### src/rtl/alu_cmd_sequencer.sv
// Buffers ALU/load/store commands and issues them one at a time to the ALU/memory stage; ALU/load response 6 cycles after accept, stalls in RESP while rsp_ready=0.
// Optional STORE_ACK_EN: stores return a zero-data response instead of retiring silently.

module alu_cmd_sequencer_fifo #(
  parameter int unsigned DEPTH = 4,
  parameter int unsigned WIDTH = 8
) (
  input  logic             clk,
  input  logic             reset_n,
  input  logic             push,
  input  logic [WIDTH-1:0] push_dat,
  input  logic             pop,
  output logic [WIDTH-1:0] pop_dat,
  output logic             full,
  output logic             empty
);
  localparam int unsigned AW = $clog2(DEPTH);

  logic [WIDTH-1:0] mem [DEPTH];
  logic [AW-1:0]    wr_ptr;
  logic [AW-1:0]    rd_ptr;
  logic [AW:0]      count;

  assign full    = (count == (AW+1)'(DEPTH));
  assign empty   = (count == '0);
  assign pop_dat = mem[rd_ptr];

  // Pointers wrap naturally because DEPTH is a power of two.
  always_ff @(posedge clk or negedge reset_n) begin
    if (!reset_n) begin
      wr_ptr <= '0;
      rd_ptr <= '0;
      count  <= '0;
    end else begin
      if (push) wr_ptr <= wr_ptr + 1'b1;
      if (pop)  rd_ptr <= rd_ptr + 1'b1;
      case ({push, pop})
        2'b10:   count <= count + 1'b1;
        2'b01:   count <= count - 1'b1;
        default: count <= count;
      endcase
    end
  end

  always_ff @(posedge clk) begin
    if (push) mem[wr_ptr] <= push_dat;
  end
endmodule

module alu_cmd_sequencer #(
  parameter int unsigned DEPTH   = 4,
  parameter int unsigned TIMEOUT = 15
) (
  input  logic       clk,
  input  logic       reset_n,
  input  logic       cmd_valid,
  output logic       cmd_ready,
  input  logic [2:0] cmd_op,
  input  logic [1:0] cmd_a,
  input  logic [1:0] cmd_b,
  input  logic [3:0] cmd_addr,
  output logic       alu_start,
  output logic [1:0] alu_a,
  output logic [1:0] alu_b,
  output logic [2:0] alu_op,
  output logic [3:0] alu_addr,
  input  logic       alu_done,
  input  logic [2:0] alu_y,
  input  logic [2:0] alu_memout,
  output logic       rsp_valid,
  input  logic       rsp_ready,
  output logic [2:0] rsp_data,
  output logic [2:0] rsp_op,
  output logic       rsp_err,
  output logic       busy
);
  typedef enum logic [2:0] {IDLE, ISSUE, WAIT, STORE_WAIT, RESP} state_t;

  typedef struct packed {
    logic [2:0] op;
    logic [1:0] a;
    logic [1:0] b;
    logic [3:0] addr;
  } cmd_t;

  state_t     state, state_nxt;
  cmd_t       cmd_in, head;
  logic       fifo_full, fifo_empty, push, pop;
  logic [7:0] tmo_cnt;
  logic       tmo_hit;
  logic       rsp_load;
  logic [2:0] rsp_data_nxt;
  logic       rsp_err_nxt;

  assign cmd_in    = '{op: cmd_op, a: cmd_a, b: cmd_b, addr: cmd_addr};
  assign cmd_ready = !fifo_full;
  assign push      = cmd_valid && !fifo_full;

  alu_cmd_sequencer_fifo #(.DEPTH(DEPTH), .WIDTH($bits(cmd_t))) u_fifo (
    .clk      (clk),
    .reset_n  (reset_n),
    .push     (push),
    .push_dat (cmd_in),
    .pop      (pop),
    .pop_dat  (head),
    .full     (fifo_full),
    .empty    (fifo_empty)
  );

  // Counter value in WAIT is the number of WAIT cycles already completed.
  assign tmo_hit   = (({1'b0, tmo_cnt} + 9'd1) == 9'(TIMEOUT));
  assign alu_start = (state == ISSUE);
  assign rsp_valid = (state == RESP);
  assign busy      = (state != IDLE) || !fifo_empty;

  always_comb begin
    state_nxt    = state;
    pop          = 1'b0;
    rsp_load     = 1'b0;
    rsp_data_nxt = '0;
    rsp_err_nxt  = 1'b0;
    case (state)
      IDLE: begin
        if (!fifo_empty) begin
          pop       = 1'b1;
          state_nxt = ISSUE;
        end
      end
      ISSUE: state_nxt = (alu_op[2:1] == 2'b11) ? STORE_WAIT : WAIT;
      WAIT: begin
        if (alu_done) begin
          rsp_load     = 1'b1;
          rsp_data_nxt = alu_op[2] ? alu_memout : alu_y;
          state_nxt    = RESP;
        end else if (tmo_hit) begin
          rsp_load    = 1'b1;
          rsp_err_nxt = 1'b1;
          state_nxt   = RESP;
        end
      end
      STORE_WAIT: begin
`ifdef STORE_ACK_EN
        rsp_load  = 1'b1;
        state_nxt = RESP;
`else
        state_nxt = IDLE;
`endif
      end
      RESP:    if (rsp_ready) state_nxt = IDLE;
      default: state_nxt = IDLE;
    endcase
  end

  always_ff @(posedge clk or negedge reset_n) begin
    if (!reset_n) state <= IDLE;
    else          state <= state_nxt;
  end

  always_ff @(posedge clk or negedge reset_n) begin
    if (!reset_n) begin
      alu_a    <= '0;
      alu_b    <= '0;
      alu_op   <= '0;
      alu_addr <= '0;
    end else if (pop) begin
      alu_a    <= head.a;
      alu_b    <= head.b;
      alu_op   <= head.op;
      alu_addr <= head.addr;
    end
  end

  always_ff @(posedge clk or negedge reset_n) begin
    if (!reset_n) begin
      tmo_cnt <= '0;
    end else if (state == ISSUE) begin
      tmo_cnt <= '0;
    end else if (state == WAIT) begin
      tmo_cnt <= tmo_cnt + 8'd1;
    end
  end

  always_ff @(posedge clk or negedge reset_n) begin
    if (!reset_n) begin
      rsp_data <= '0;
      rsp_op   <= '0;
      rsp_err  <= 1'b0;
    end else if (rsp_load) begin
      rsp_data <= rsp_data_nxt;
      rsp_op   <= alu_op;
      rsp_err  <= rsp_err_nxt;
    end
  end
endmodule

### config.mk
export PLATFORM = sky130hd
export DESIGN_NAME = alu_cmd_sequencer
export DESIGN_NICKNAME = d
export VERILOG_FILES = /design/src/rtl/alu_cmd_sequencer.sv
export SDC_FILE = /design/constraint.sdc
export NUM_CORES = 1
export LEC_CHECK = 0
export CORE_ASPECT_RATIO = 1.1
export CORE_MARGIN = 2
export CORE_UTILIZATION = 45
export DETAILED_ROUTE_END_ITERATION = 7
export PLACE_DENSITY = 0.77
export SYNTH_ARGS = -nofsm -noshare
export SYNTH_HDL_FRONTEND = slang
export SYNTH_SLANG_ARGS = --single-unit
### constraint.sdc
create_clock -name clk -period 2.2 [get_ports clk]
set_clock_uncertainty 0.15 [all_clocks]
set_input_delay 0.33 -clock clk [delete_from_list [all_inputs] [get_ports clk]]
set_output_delay 0.33 -clock clk [all_outputs]
set_load 0.01 [all_outputs]
==> reports/results.ini <==
[pwr]
power_density_nw_per_um2 = 1265
swShare = 0.3364
power_leakage_nw = 1.707
clockPowerShare = 0.177
finalPower_mw = 5.570
intPower_mw = 3.696
combPwrFrac = 0.411
irDropWorstVdd_mv = 0.7620
p_sw_mw = 1.874
power_frac_seq = 0.412

[critical_path]
crit_family = buffers and inverters
arrival_ns = 1.63
path_cells = buf_4 -> nor2_1 -> nand2_1 -> inv_1 -> clkdlybuf4s50_1
max_stage_delay_ns = 0.53
critPathMaxFanout = 5
worstSetupEndpointType = primary output
required_ns = 1.72
worstSetupPathType = reg -> out
crit_buf_inv = 3
cp_slowest_cell = clkdlybuf4s50_1
start_kind = flip-flop

[floorplanning]
die_x_um = 89.44
start_util = 0.4591
io-pin-count = 44
die_h_um = 97.99
num_rows = 34
core_um2 = 7870
design.die.area_um2 = 8764

[global_route]
overflow = 0
grt_max_degree = 37
track_usage = 0.1677
grt_pass1_wl_mm = 11.11
first_global_vias = 2244
antenna_found_initial = 0

[placement]
port_buffers = 43
dp.cells = 402
gp_congestion = 0.8978
dpl_cell_area_um2 = 4204
pre_cts_ws_ns = 0.02146
hpwl_mm = 4.467

[cells_and_area]
antenna_cells = 0
area_growth_pct = 21.81
fillerInstances = 639
regArea_um2 = 2222
final_cells = 418
multi_input_area_um2 = 1242
fin_area_um2 = 4402
drive_gt1_frac = 0.2516
nNetsFinal = 335

[yosys]
synthMostInstantiatedCell = edfxtp_1
synth_top_area_frac = 0.3657
synthFlopType = edfxtp_1
ys_warn_count = 0
async_reset_ff_frac = 0.4500
ys_ff_latch = 80
mappedNetlistArea_um2 = 3613
synth_nets = 274
synth_area_per_cell_um2 = 14.81
synth.distinct_cells = 44
ys_seq_area_frac = 0.6150
synth_common_cells = edfxtp_1 (44), dfrtp_1 (36), nand2_1 (15)
yosys.area.top_type = edfxtp_1
synthTopCellsByArea = edfxtp_1 (37%), dfrtp_1 (25%), mux4_2 (6.9%)
syn_inst = 244
synth_edf_count = 44

[sta]
fin_crit_sh = 0.9601
rsz0062_at_grt = no
setup_viol = 0
relSlewSlack = 0.6358
slew_viol_final = 0
fin_ws_ns = 0.08776
period_needed_ns = 2.112
worst_slew_pin_slew_ns = 0.5387
hold_viol_final = 0
max_freq_mhz = 473.4
fin_setup_tns_ns = 0

[cts]
cts_max_level = 3
post_cts_buffers = 0
clock_sinks = 80
tritoncts = built
worstSkewPairLatency_ns = 0.35
ctsRootBufferMaster = clkbuf_8
clk_pin_slew_ns = 0.09
clock_path_buffers = 2
cts_buffers = 9

[worst_hold_path]
min_path_type = in -> async

[route]
drt_iter0_markers = 116
via_count = 2196
viasPerCell = 5.254
dr.pass1.iters = 4
routed_wl_mm = 6.602
drc = 0
ant_nets = 0
wl_per_cell_um = 15.79

[run_status]
status = finished, final reports clean

[flow_run]
max_cap_viol_count = 0

[final timing paths]
kind	start	endpoint	slack, ns	cells after the start
max in group asynchronous	reset_n	alu_op[0]	1.28	2
max	state[1]	rsp_valid	0.09	5
min in group clk	rsp_err	rsp_err	0.34	2
max reg2reg	tmo_cnt[0]	rsp_data[2]	0.09	6
min	reset_n	rsp_data[0]	0.26	2
min reg2reg	rsp_err	rsp_err	0.34	2
[sequential cells by signal (all words and copies together) (netlist names)]
| register | cells |
|---|---|
| u_fifo.mem | 44 |
| state | 3 |
| rsp_op | 3 |
| alu_a | 2 |
| u_fifo.rd_ptr | 2 |
| tmo_cnt | 8 |
| rsp_data | 3 |
| alu_addr | 4 |
| u_fifo.wr_ptr | 2 |
| rsp_err | 1 |
| alu_op | 3 |
| u_fifo.count | 3 |
| alu_b | 2 |
[metrics by stage]
stage	utilization	hold WS (ns)
detailed placement	0.5342	0.3276
global placement	0.5342	0.3239
finish	0.5593	0.2581
floorplan	-	-0.1156
global route	0.5593	0.3053
CTS	0.5579	0.2710
[kinds of logic (layout without fill, tap and decap cells)]
kind of cell | Yosys count | in the layout | share of synthesized area
flops | 80 | 80 | 0.6150
simple gates | 64 | 64 | 0.09522
compound gates | 32 | 32 | 0.07168
mux | 26 | 26 | 0.1139
buf+inv | 25 | 91 | 0.05263
xor+xnor | 9 | 9 | 0.02181
fa+ha+maj | 8 | 8 | 0.02978
[metal layers]
layer	share of wire	up-vias	track usage	wire, um
met2	0.50	65	0.2724	3329
li1	-	1032	-	-
met3	0.055	7	0.04649	364
met5	0	-	0	0
met1	0.43	1092	0.2202	2847
met4	0.0092	0	0.04822	61
[layout by cell type, fill, tap and decap left out, types with 4 or more instances in the layout]
cell             count
nand3_1              6
dfrtp_1             36
o21ai_0             10
xor2_1               5
edfxtp_1            44
nor2_1              14
inv_1               10
mux2_2              11
mux2i_1              4
clkbuf_8             9
mux4_2              11
and3_1               7
ha_1                 6
xnor2_1              4
clkdlybuf4s50_1     41
buf_4               20
nand2_1             15
[area by class of cell]
cell class,instances,area share
well taps,108,0.03070
clock buffers,9,0.02814
repair buffers,63,0.1313
multi-input cells,139,0.2823
inverters,12,0.01023
flip-flops and latches,80,0.5048
clock inverters,7,0.01251
[power groups by stage]
stage	clock network [mW]	logic [mW]	registers [mW]
2_1_floorplan	0	1.42	2.33
3_3_place_gp	0	2.22	2.30
3_5_place_dp	0	2.29	2.32
4_1_cts	1.01	2.30	2.30
5_1_grt	1.08	2.52	2.35
6_report	0.987	2.29	2.29
[what timing repair did]
action | 4_1_cts | 5_1_grt
resized for setup | 4 | 5
setup endpoints to repair | 2 | 2
hold buffers | 0 | 0
No activity file was read; power rests on OpenSTA's default activity.
